File: config.mk
export PLATFORM = sky130hd
export DESIGN_NAME = imm_gen_pipe_flat
export DESIGN_NICKNAME = d
export VERILOG_FILES = /design/src/rtl/imm_gen_pkg.sv /design/src/rtl/imm_gen_pipe_if.sv /design/src/rtl/imm_decode.sv /design/src/rtl/imm_gen_pipe.sv /design/src/flat_wrapper.sv
export SDC_FILE = /design/constraint.sdc
export NUM_CORES = 1
export LEC_CHECK = 0
export BUFFER_PORTS_ARGS = -buffer_cell sky130_fd_sc_hd__buf_2
export CORE_ASPECT_RATIO = 1.2
export CORE_MARGIN = 2
export CORE_UTILIZATION = 58
export DETAILED_ROUTE_END_ITERATION = 12
export GPL_ROUTABILITY_DRIVEN = 0
export PLACE_DENSITY = 0.85
export SKIP_CTS_REPAIR_TIMING = 1
export SLEW_MARGIN = 20
export SYNTH_ARGS = -nofsm -noshare
export SYNTH_HDL_FRONTEND = slang
export SYNTH_SLANG_ARGS = --single-unit
File: constraint.sdc
create_clock -name clk -period 5.3 [get_ports clk]
set_input_delay 1.06 -clock clk [delete_from_list [all_inputs] [get_ports clk]]
set_output_delay 1.06 -clock clk [all_outputs]
set_load 0.005 [all_outputs]
File: src/rtl/imm_gen_pkg.sv
// Shared types and constants for the registered immediate generator.
// Stored entries use the widest supported XLEN/tag and are narrowed at the output.
package imm_gen_pkg;

  localparam int unsigned INST_W    = 32;
  localparam int unsigned IMM_MAX_W = 64;
  localparam int unsigned TAG_MAX_W = 64;

  typedef enum logic [2:0] {
    FMT_NONE = 3'd0,
    FMT_R    = 3'd1,
    FMT_I    = 3'd2,
    FMT_ISH  = 3'd3,
    FMT_S    = 3'd4,
    FMT_B    = 3'd5,
    FMT_U    = 3'd6,
    FMT_J    = 3'd7
  } imm_fmt_e;

  localparam logic [6:0] OPC_LOAD    = 7'b0000011;
  localparam logic [6:0] OPC_OPIMM   = 7'b0010011;
  localparam logic [6:0] OPC_OPIMM32 = 7'b0011011;
  localparam logic [6:0] OPC_JALR    = 7'b1100111;
  localparam logic [6:0] OPC_SYSTEM  = 7'b1110011;
  localparam logic [6:0] OPC_STORE   = 7'b0100011;
  localparam logic [6:0] OPC_BRANCH  = 7'b1100011;
  localparam logic [6:0] OPC_LUI     = 7'b0110111;
  localparam logic [6:0] OPC_AUIPC   = 7'b0010111;
  localparam logic [6:0] OPC_JAL     = 7'b1101111;
  localparam logic [6:0] OPC_OP      = 7'b0110011;
  localparam logic [6:0] OPC_OP32    = 7'b0111011;

  typedef struct packed {
    logic [IMM_MAX_W-1:0] imm;
    imm_fmt_e             fmt;
    logic                 illegal;
    logic [TAG_MAX_W-1:0] tag;
  } imm_entry_t;

  // funct3 values that select the shift-immediate form of OP-IMM / OP-IMM-32
  function automatic logic is_shift(input logic [2:0] funct3);
    return (funct3 == 3'b001) || (funct3 == 3'b101);
  endfunction

endpackage

File: src/rtl/imm_gen_pipe_if.sv
// Handshake bundle between the fetch/decode register and the immediate generator.
interface imm_gen_pipe_if
  import imm_gen_pkg::*;
#(
  parameter int unsigned XLEN  = 32,
  parameter int unsigned TAG_W = 32
);

  logic                flush;
  logic                in_valid;
  logic                in_ready;
  logic [INST_W-1:0]   in_inst;
  logic [TAG_W-1:0]    in_tag;
  logic                out_valid;
  logic                out_ready;
  logic [XLEN-1:0]     out_imm;
  imm_fmt_e            out_fmt;
  logic                out_illegal;
  logic [TAG_W-1:0]    out_tag;

  modport master (
    output flush, in_valid, in_inst, in_tag, out_ready,
    input  in_ready, out_valid, out_imm, out_fmt, out_illegal, out_tag
  );

  modport slave (
    input  flush, in_valid, in_inst, in_tag, out_ready,
    output in_ready, out_valid, out_imm, out_fmt, out_illegal, out_tag
  );

endinterface

File: src/rtl/imm_decode.sv
// Combinational RV32I/RV64I immediate decoder: instruction word -> imm, format, illegal.
module imm_decode
  import imm_gen_pkg::*;
#(
  parameter int unsigned XLEN = 32
) (
  input  logic [INST_W-1:0] inst,
  output logic [XLEN-1:0]   imm,
  output imm_fmt_e          fmt,
  output logic              illegal
);

  localparam bit IS64 = (XLEN == 64);

  logic [6:0]      opc;
  logic [2:0]      funct3;
  logic [XLEN-1:0] imm_i;
  logic [XLEN-1:0] imm_s;
  logic [XLEN-1:0] imm_b;
  logic [XLEN-1:0] imm_u;
  logic [XLEN-1:0] imm_j;
  logic [XLEN-1:0] shamt5;
  logic [XLEN-1:0] shamt6;

  // Every format is built unconditionally; the opcode only picks one.
  always_comb begin
    opc    = inst[6:0];
    funct3 = inst[14:12];
    imm_i  = XLEN'($signed(inst[31:20]));
    imm_s  = XLEN'($signed({inst[31:25], inst[11:7]}));
    imm_b  = XLEN'($signed({inst[31], inst[7], inst[30:25], inst[11:8], 1'b0}));
    imm_u  = XLEN'($signed({inst[31:12], 12'b0}));
    imm_j  = XLEN'($signed({inst[31], inst[19:12], inst[20], inst[30:21], 1'b0}));
    shamt5 = XLEN'(inst[24:20]);
    shamt6 = XLEN'(inst[25:20]);
  end

  always_comb begin
    imm     = '0;
    fmt     = FMT_NONE;
    illegal = 1'b1;
    case (opc)
      OPC_LOAD, OPC_JALR, OPC_SYSTEM: begin
        imm     = imm_i;
        fmt     = FMT_I;
        illegal = 1'b0;
      end
      OPC_OPIMM: begin
        illegal = 1'b0;
        if (is_shift(funct3)) begin
          // funct7 (e.g. srai bit 30) is deliberately excluded from the shamt
          imm = IS64 ? shamt6 : shamt5;
          fmt = FMT_ISH;
        end else begin
          imm = imm_i;
          fmt = FMT_I;
        end
      end
      OPC_OPIMM32: begin
        if (IS64) begin
          illegal = 1'b0;
          if (is_shift(funct3)) begin
            imm = shamt5;
            fmt = FMT_ISH;
          end else begin
            imm = imm_i;
            fmt = FMT_I;
          end
        end
      end
      OPC_STORE: begin
        imm     = imm_s;
        fmt     = FMT_S;
        illegal = 1'b0;
      end
      OPC_BRANCH: begin
        imm     = imm_b;
        fmt     = FMT_B;
        illegal = 1'b0;
      end
      OPC_LUI, OPC_AUIPC: begin
        imm     = imm_u;
        fmt     = FMT_U;
        illegal = 1'b0;
      end
      OPC_JAL: begin
        imm     = imm_j;
        fmt     = FMT_J;
        illegal = 1'b0;
      end
      OPC_OP: begin
        fmt     = FMT_R;
        illegal = 1'b0;
      end
      OPC_OP32: begin
        if (IS64) begin
          fmt     = FMT_R;
          illegal = 1'b0;
        end
      end
      default: begin
        imm     = '0;
        fmt     = FMT_NONE;
        illegal = 1'b1;
      end
    endcase
  end

endmodule

File: src/rtl/imm_gen_pipe.sv
// Registered immediate generator: decodes on entry, holds results in a main+skid
// buffer so in_ready is a flop and never depends combinationally on out_ready.
module imm_gen_pipe
  import imm_gen_pkg::*;
#(
  parameter int unsigned XLEN  = 32,
  parameter int unsigned TAG_W = 32
) (
  input logic         clk,
  input logic         rst,
  imm_gen_pipe_if.slave bus
);

  typedef enum logic [1:0] {
    ST_EMPTY = 2'd0,
    ST_ONE   = 2'd1,
    ST_TWO   = 2'd2
  } buf_state_e;

  buf_state_e      state_q;
  buf_state_e      state_d;
  imm_entry_t      main_q;
  imm_entry_t      skid_q;
  imm_entry_t      in_entry;
  logic            out_valid_q;
  logic            in_ready_q;
  logic            accept;
  logic            drain;
  logic            load_main_in;
  logic            load_main_skid;
  logic            load_skid;
  logic [XLEN-1:0] dec_imm;
  imm_fmt_e        dec_fmt;
  logic            dec_illegal;

  imm_decode #(
    .XLEN (XLEN)
  ) u_decode (
    .inst    (bus.in_inst),
    .imm     (dec_imm),
    .fmt     (dec_fmt),
    .illegal (dec_illegal)
  );

  // Widen the decoded result into the storage format.
  always_comb begin
    in_entry.imm     = IMM_MAX_W'($signed(dec_imm));
    in_entry.fmt     = dec_fmt;
    in_entry.illegal = dec_illegal;
    in_entry.tag     = TAG_MAX_W'(bus.in_tag);
  end

  // An instruction offered in a flush cycle is dropped, never accepted.
  always_comb begin
    accept = bus.in_valid && in_ready_q && !bus.flush;
    drain  = out_valid_q && bus.out_ready;
  end

  always_comb begin
    state_d        = state_q;
    load_main_in   = 1'b0;
    load_main_skid = 1'b0;
    load_skid      = 1'b0;
    if (bus.flush) begin
      state_d = ST_EMPTY;
    end else begin
      case (state_q)
        ST_EMPTY: begin
          if (accept) begin
            load_main_in = 1'b1;
            state_d      = ST_ONE;
          end
        end
        ST_ONE: begin
          if (accept && drain) begin
            load_main_in = 1'b1;
          end else if (accept) begin
            load_skid = 1'b1;
            state_d   = ST_TWO;
          end else if (drain) begin
            state_d = ST_EMPTY;
          end
        end
        ST_TWO: begin
          // in_ready is low here, so only a drain can move the buffer
          if (drain) begin
            load_main_skid = 1'b1;
            state_d        = ST_ONE;
          end
        end
        default: begin
          state_d = ST_EMPTY;
        end
      endcase
    end
  end

  always_ff @(posedge clk) begin
    if (rst) begin
      state_q     <= ST_EMPTY;
      out_valid_q <= 1'b0;
      in_ready_q  <= 1'b1;
    end else begin
      state_q     <= state_d;
      out_valid_q <= (state_d != ST_EMPTY);
      in_ready_q  <= (state_d != ST_TWO);
    end
  end

  always_ff @(posedge clk) begin
    if (rst) begin
      main_q <= '0;
      skid_q <= '0;
    end else begin
      if (load_main_in) begin
        main_q <= in_entry;
      end else if (load_main_skid) begin
        main_q <= skid_q;
      end
      if (load_skid) begin
        skid_q <= in_entry;
      end
    end
  end

  assign bus.in_ready    = in_ready_q;
  assign bus.out_valid   = out_valid_q;
  assign bus.out_imm     = XLEN'(main_q.imm);
  assign bus.out_fmt     = main_q.fmt;
  assign bus.out_illegal = main_q.illegal;
  assign bus.out_tag     = TAG_W'(main_q.tag);

endmodule

File: src/flat_wrapper.sv
// flat-port wrapper written by rule: the top's interface ports become plain ports
module imm_gen_pipe_flat import imm_gen_pkg::*;
#(
  parameter int unsigned XLEN  = 32,
  parameter int unsigned TAG_W = 32
)
  (clk, rst, bus_flush, bus_in_valid, bus_in_inst, bus_in_tag, bus_out_ready, bus_in_ready, bus_out_valid, bus_out_imm, bus_out_fmt, bus_out_illegal, bus_out_tag);
  imm_gen_pipe_if #(.XLEN(XLEN), .TAG_W(TAG_W)) bus_i ();
  input logic clk;
  input logic rst;
  input wire logic [$bits(bus_i.flush)-1:0] bus_flush;
  input wire logic [$bits(bus_i.in_valid)-1:0] bus_in_valid;
  input wire logic [$bits(bus_i.in_inst)-1:0] bus_in_inst;
  input wire logic [$bits(bus_i.in_tag)-1:0] bus_in_tag;
  input wire logic [$bits(bus_i.out_ready)-1:0] bus_out_ready;
  output wire logic [$bits(bus_i.in_ready)-1:0] bus_in_ready;
  output wire logic [$bits(bus_i.out_valid)-1:0] bus_out_valid;
  output wire logic [$bits(bus_i.out_imm)-1:0] bus_out_imm;
  output wire logic [$bits(bus_i.out_fmt)-1:0] bus_out_fmt;
  output wire logic [$bits(bus_i.out_illegal)-1:0] bus_out_illegal;
  output wire logic [$bits(bus_i.out_tag)-1:0] bus_out_tag;
  assign bus_i.flush = bus_flush;
  assign bus_i.in_valid = bus_in_valid;
  assign bus_i.in_inst = bus_in_inst;
  assign bus_i.in_tag = bus_in_tag;
  assign bus_i.out_ready = bus_out_ready;
  assign bus_in_ready = bus_i.in_ready;
  assign bus_out_valid = bus_i.out_valid;
  assign bus_out_imm = bus_i.out_imm;
  assign bus_out_fmt = bus_i.out_fmt;
  assign bus_out_illegal = bus_i.out_illegal;
  assign bus_out_tag = bus_i.out_tag;
  imm_gen_pipe #(.XLEN(XLEN), .TAG_W(TAG_W)) u_core (.clk(clk), .rst(rst), .bus(bus_i));
endmodule
==> metrics.txt <==
sequential cell area fraction in the yosys report=45.1%; ranking of synthesized cells by area=dfxtp_1 45%, nand2_1 9.1%, a311oi_1 8.4%; number of port buffers=138; Placed Area=6840 sq um; final clock skew=6.10 ps; Overflow after GRT=0; main flop type after synthesis=dfxtp_1; post-route cell area=7500 sq um; VDD IR-drop max=0.000267 V; final worst path period share=58.8%; CTS Sinks=140; Skew-Pair Late Insertion Delay=420 ps; average wire per standard cell=17.6 um; Mapped Cells=720; Final Hold Vio Count=0; Syn Nets=789; Slew Limit Fails=0; setup TNS=0 ps; Combinational Power Share=8.3%; GR Util All Layers=28.7%; net switching power=613 uW; Die Y=117 um; CP Data Required Time=5610 ps; DR vias=6048; site row count=41; Layout area overhead=20.6%; largest net degree at the start of global routing=77; DR pass1 iterations=5; final net count=888; status=complete, no violations; Die X=98.5 um; switching part of the total=23.4%; crit path time final=3110 ps; Overall Power=2620 uW; Num CTS Buffers=17; dpl hpwl=10500 um; FILL cells=805; CORE AREA=10500 sq um; Critical Path Fanout Max=40; layout cells sized above 1=25.4%; global-route wire length before repair=27600 um; Final Util=71.7%; MaxCap Viol Count=0; syn_area_per_cell=8.64 sq um; die footprint=11600 sq um; Startpoint Class=input port; Async SR Flop Fraction=0%; final antenna-violating net count=0; Top Ports=139; Initial Util=59.4%; leak pwr=0.00269 uW; vias per inst=6.29; Sequential Power Share=42.4%; Worst Path Arrival=3430 ps; # diodes=0; Distinct cells, synth=56; #FFs+latches synth=140; vias in the first global route=5736; RSZ-0062 raised after global routing=false; Clock transition at path regs=60 ps; Clock Path Buffers=2; power per cell area=350 nW/um^2; Max Fclk=0.321 GHz; Worst Hold Class=register to register; clock share of power=49.3%; CTS tree=yes; P_int=2010 uW; crit path kind=input port to register; Least-Margin Pin Slew=1060 ps; Slew Limit Headroom=29.0%; Post-synth EDFFs=0; CP Capture Type=register; share of the synthesized area in the top cell type=45.1%; initial drt markers=573; largest area contributor in the netlist=dfxtp_1; final setup fails=0; final WL=16900 um; Mapped Area=6220 sq um; Remaining DRCs=0; number of warnings issued by yosys=0; initial antenna violation count=0; Root Buffer=clkbuf_16; H-tree lvl count=4
==> final timing paths <==
| kind | from | endpoint | slack, ps | cells after the start |
|---|---|---|---|---|
| worst max-delay path | bus_flush | u_core.bus.out_tag[28] | 2190 | 6 |
| worst min-delay path | u_core.skid_q[29] | u_core.skid_q[29] | 450 | 2 |
| worst max register to register | u_core.state_q[1] | u_core.bus.out_tag[28] | 2890 | 5 |
| worst min register to register | u_core.skid_q[29] | u_core.skid_q[29] | 450 | 2 |
==> Yosys cell counts, types with 8 or more instances <==
library cell,count
nand2_1,151
nor3_1,12
clkbuf_1,41
mux2i_1,9
a311oi_1,60
nor3b_1,20
a211oi_1,35
a21oi_1,39
nand3_1,18
inv_1,11
nor2_1,70
dfxtp_1,140
a221oi_2,8
o21ai_0,10
buf_2,16
==> cells by family (layout without fill, tap and decap cells) <==
logic type,count (synthesis),after routing,share of synthesized area [%]
multiplexers,9,9,1.45
buffers and inverters,78,190,5.57
XOR/XNOR,2,2,0.282
AND/OR/NAND/NOR,299,299,23.4
flip-flops,140,140,45.1
AO/OA/AOI/OAI,192,192,24.3
==> area by class of cell <==
class | instances | area (sq um) | area share, %
Tap cell | 129 | 161 | 2.15
Clock inverter | 15 | 221 | 2.95
Multi-Input combinational cell | 502 | 3090 | 41.1
Sequential cell | 140 | 2800 | 37.4
Timing Repair Buffer | 147 | 764 | 10.2
Inverter | 11 | 41.3 | 0.550
Clock buffer | 17 | 425 | 5.67
==> layer usage <==
metal	vias to the layer above	wire, um	global-route usage [%]
li1	2820	-	-
met1	2870	6720	36.5
met2	314	8510	47.8
met3	44	1190	5.58
met4	0	467	11.6
met5	-	0	0
==> layout by cell type (no fill, tap or decap), types with 3 or more instances in the layout <==
cell type | Yosys | layout
o32ai_1 | 6 | 6
a311oi_1 | 60 | 60
nor3b_1 | 20 | 20
a221oi_2 | 8 | 8
nor3_1 | 12 | 11
dfxtp_1 | 140 | 140
a211oi_1 | 35 | 35
clkinv_2 | 0 | 3
nor2_1 | 70 | 70
o22ai_1 | 7 | 7
a21oi_1 | 39 | 39
nand3_1 | 18 | 18
nand2_1 | 151 | 150
o21ai_0 | 10 | 10
mux2i_1 | 9 | 9
nand2b_1 | 3 | 3
clkbuf_16 | 0 | 17
buf_4 | 1 | 9
nor3_4 | 3 | 3
o2111ai_1 | 4 | 4
clkinvlp_4 | 0 | 4
a311oi_2 | 4 | 4
nor4_4 | 5 | 5
inv_1 | 11 | 11
buf_2 | 16 | 137
bufinv_16 | 0 | 5
==> power by group through the flow <==
stage	registers, uW	clock network, uW	logic (uW)
floorplan	1130	0	122
global placement	1130	0	205
detailed placement	1130	0	213
CTS	1110	1300	216
global route	1120	1350	238
finish	1110	1290	218
==> critical path: stages <==
cell      delay [ps]
buf_2            510
and4bb_1         310
nand2_2          630
buf_4            490
nor2_1            80
a311oi_1         300
==> metrics by stage <==
step	hold slack [ps]	setup slack (ps)	cells
6_report	454	2190	961
5_1_grt	475	2040	961
4_1_cts	455	2230	960
3_5_place_dp	447	1820	928
3_3_place_gp	442	2010	928
2_1_floorplan	434	2900	720
==> flip-flops by register name, indices dropped and copies added, names as in the netlist <==
register                flops
u_core.bus.out_tag         32
u_core.bus.out_imm         32
u_core.skid_q              68
u_core.state_q              2
u_core.bus.out_illegal      1
u_core.bus.out_valid        1
u_core.bus.out_fmt          3
u_core.bus.in_ready         1
Note: power is estimated with default switching activity, not from simulation.
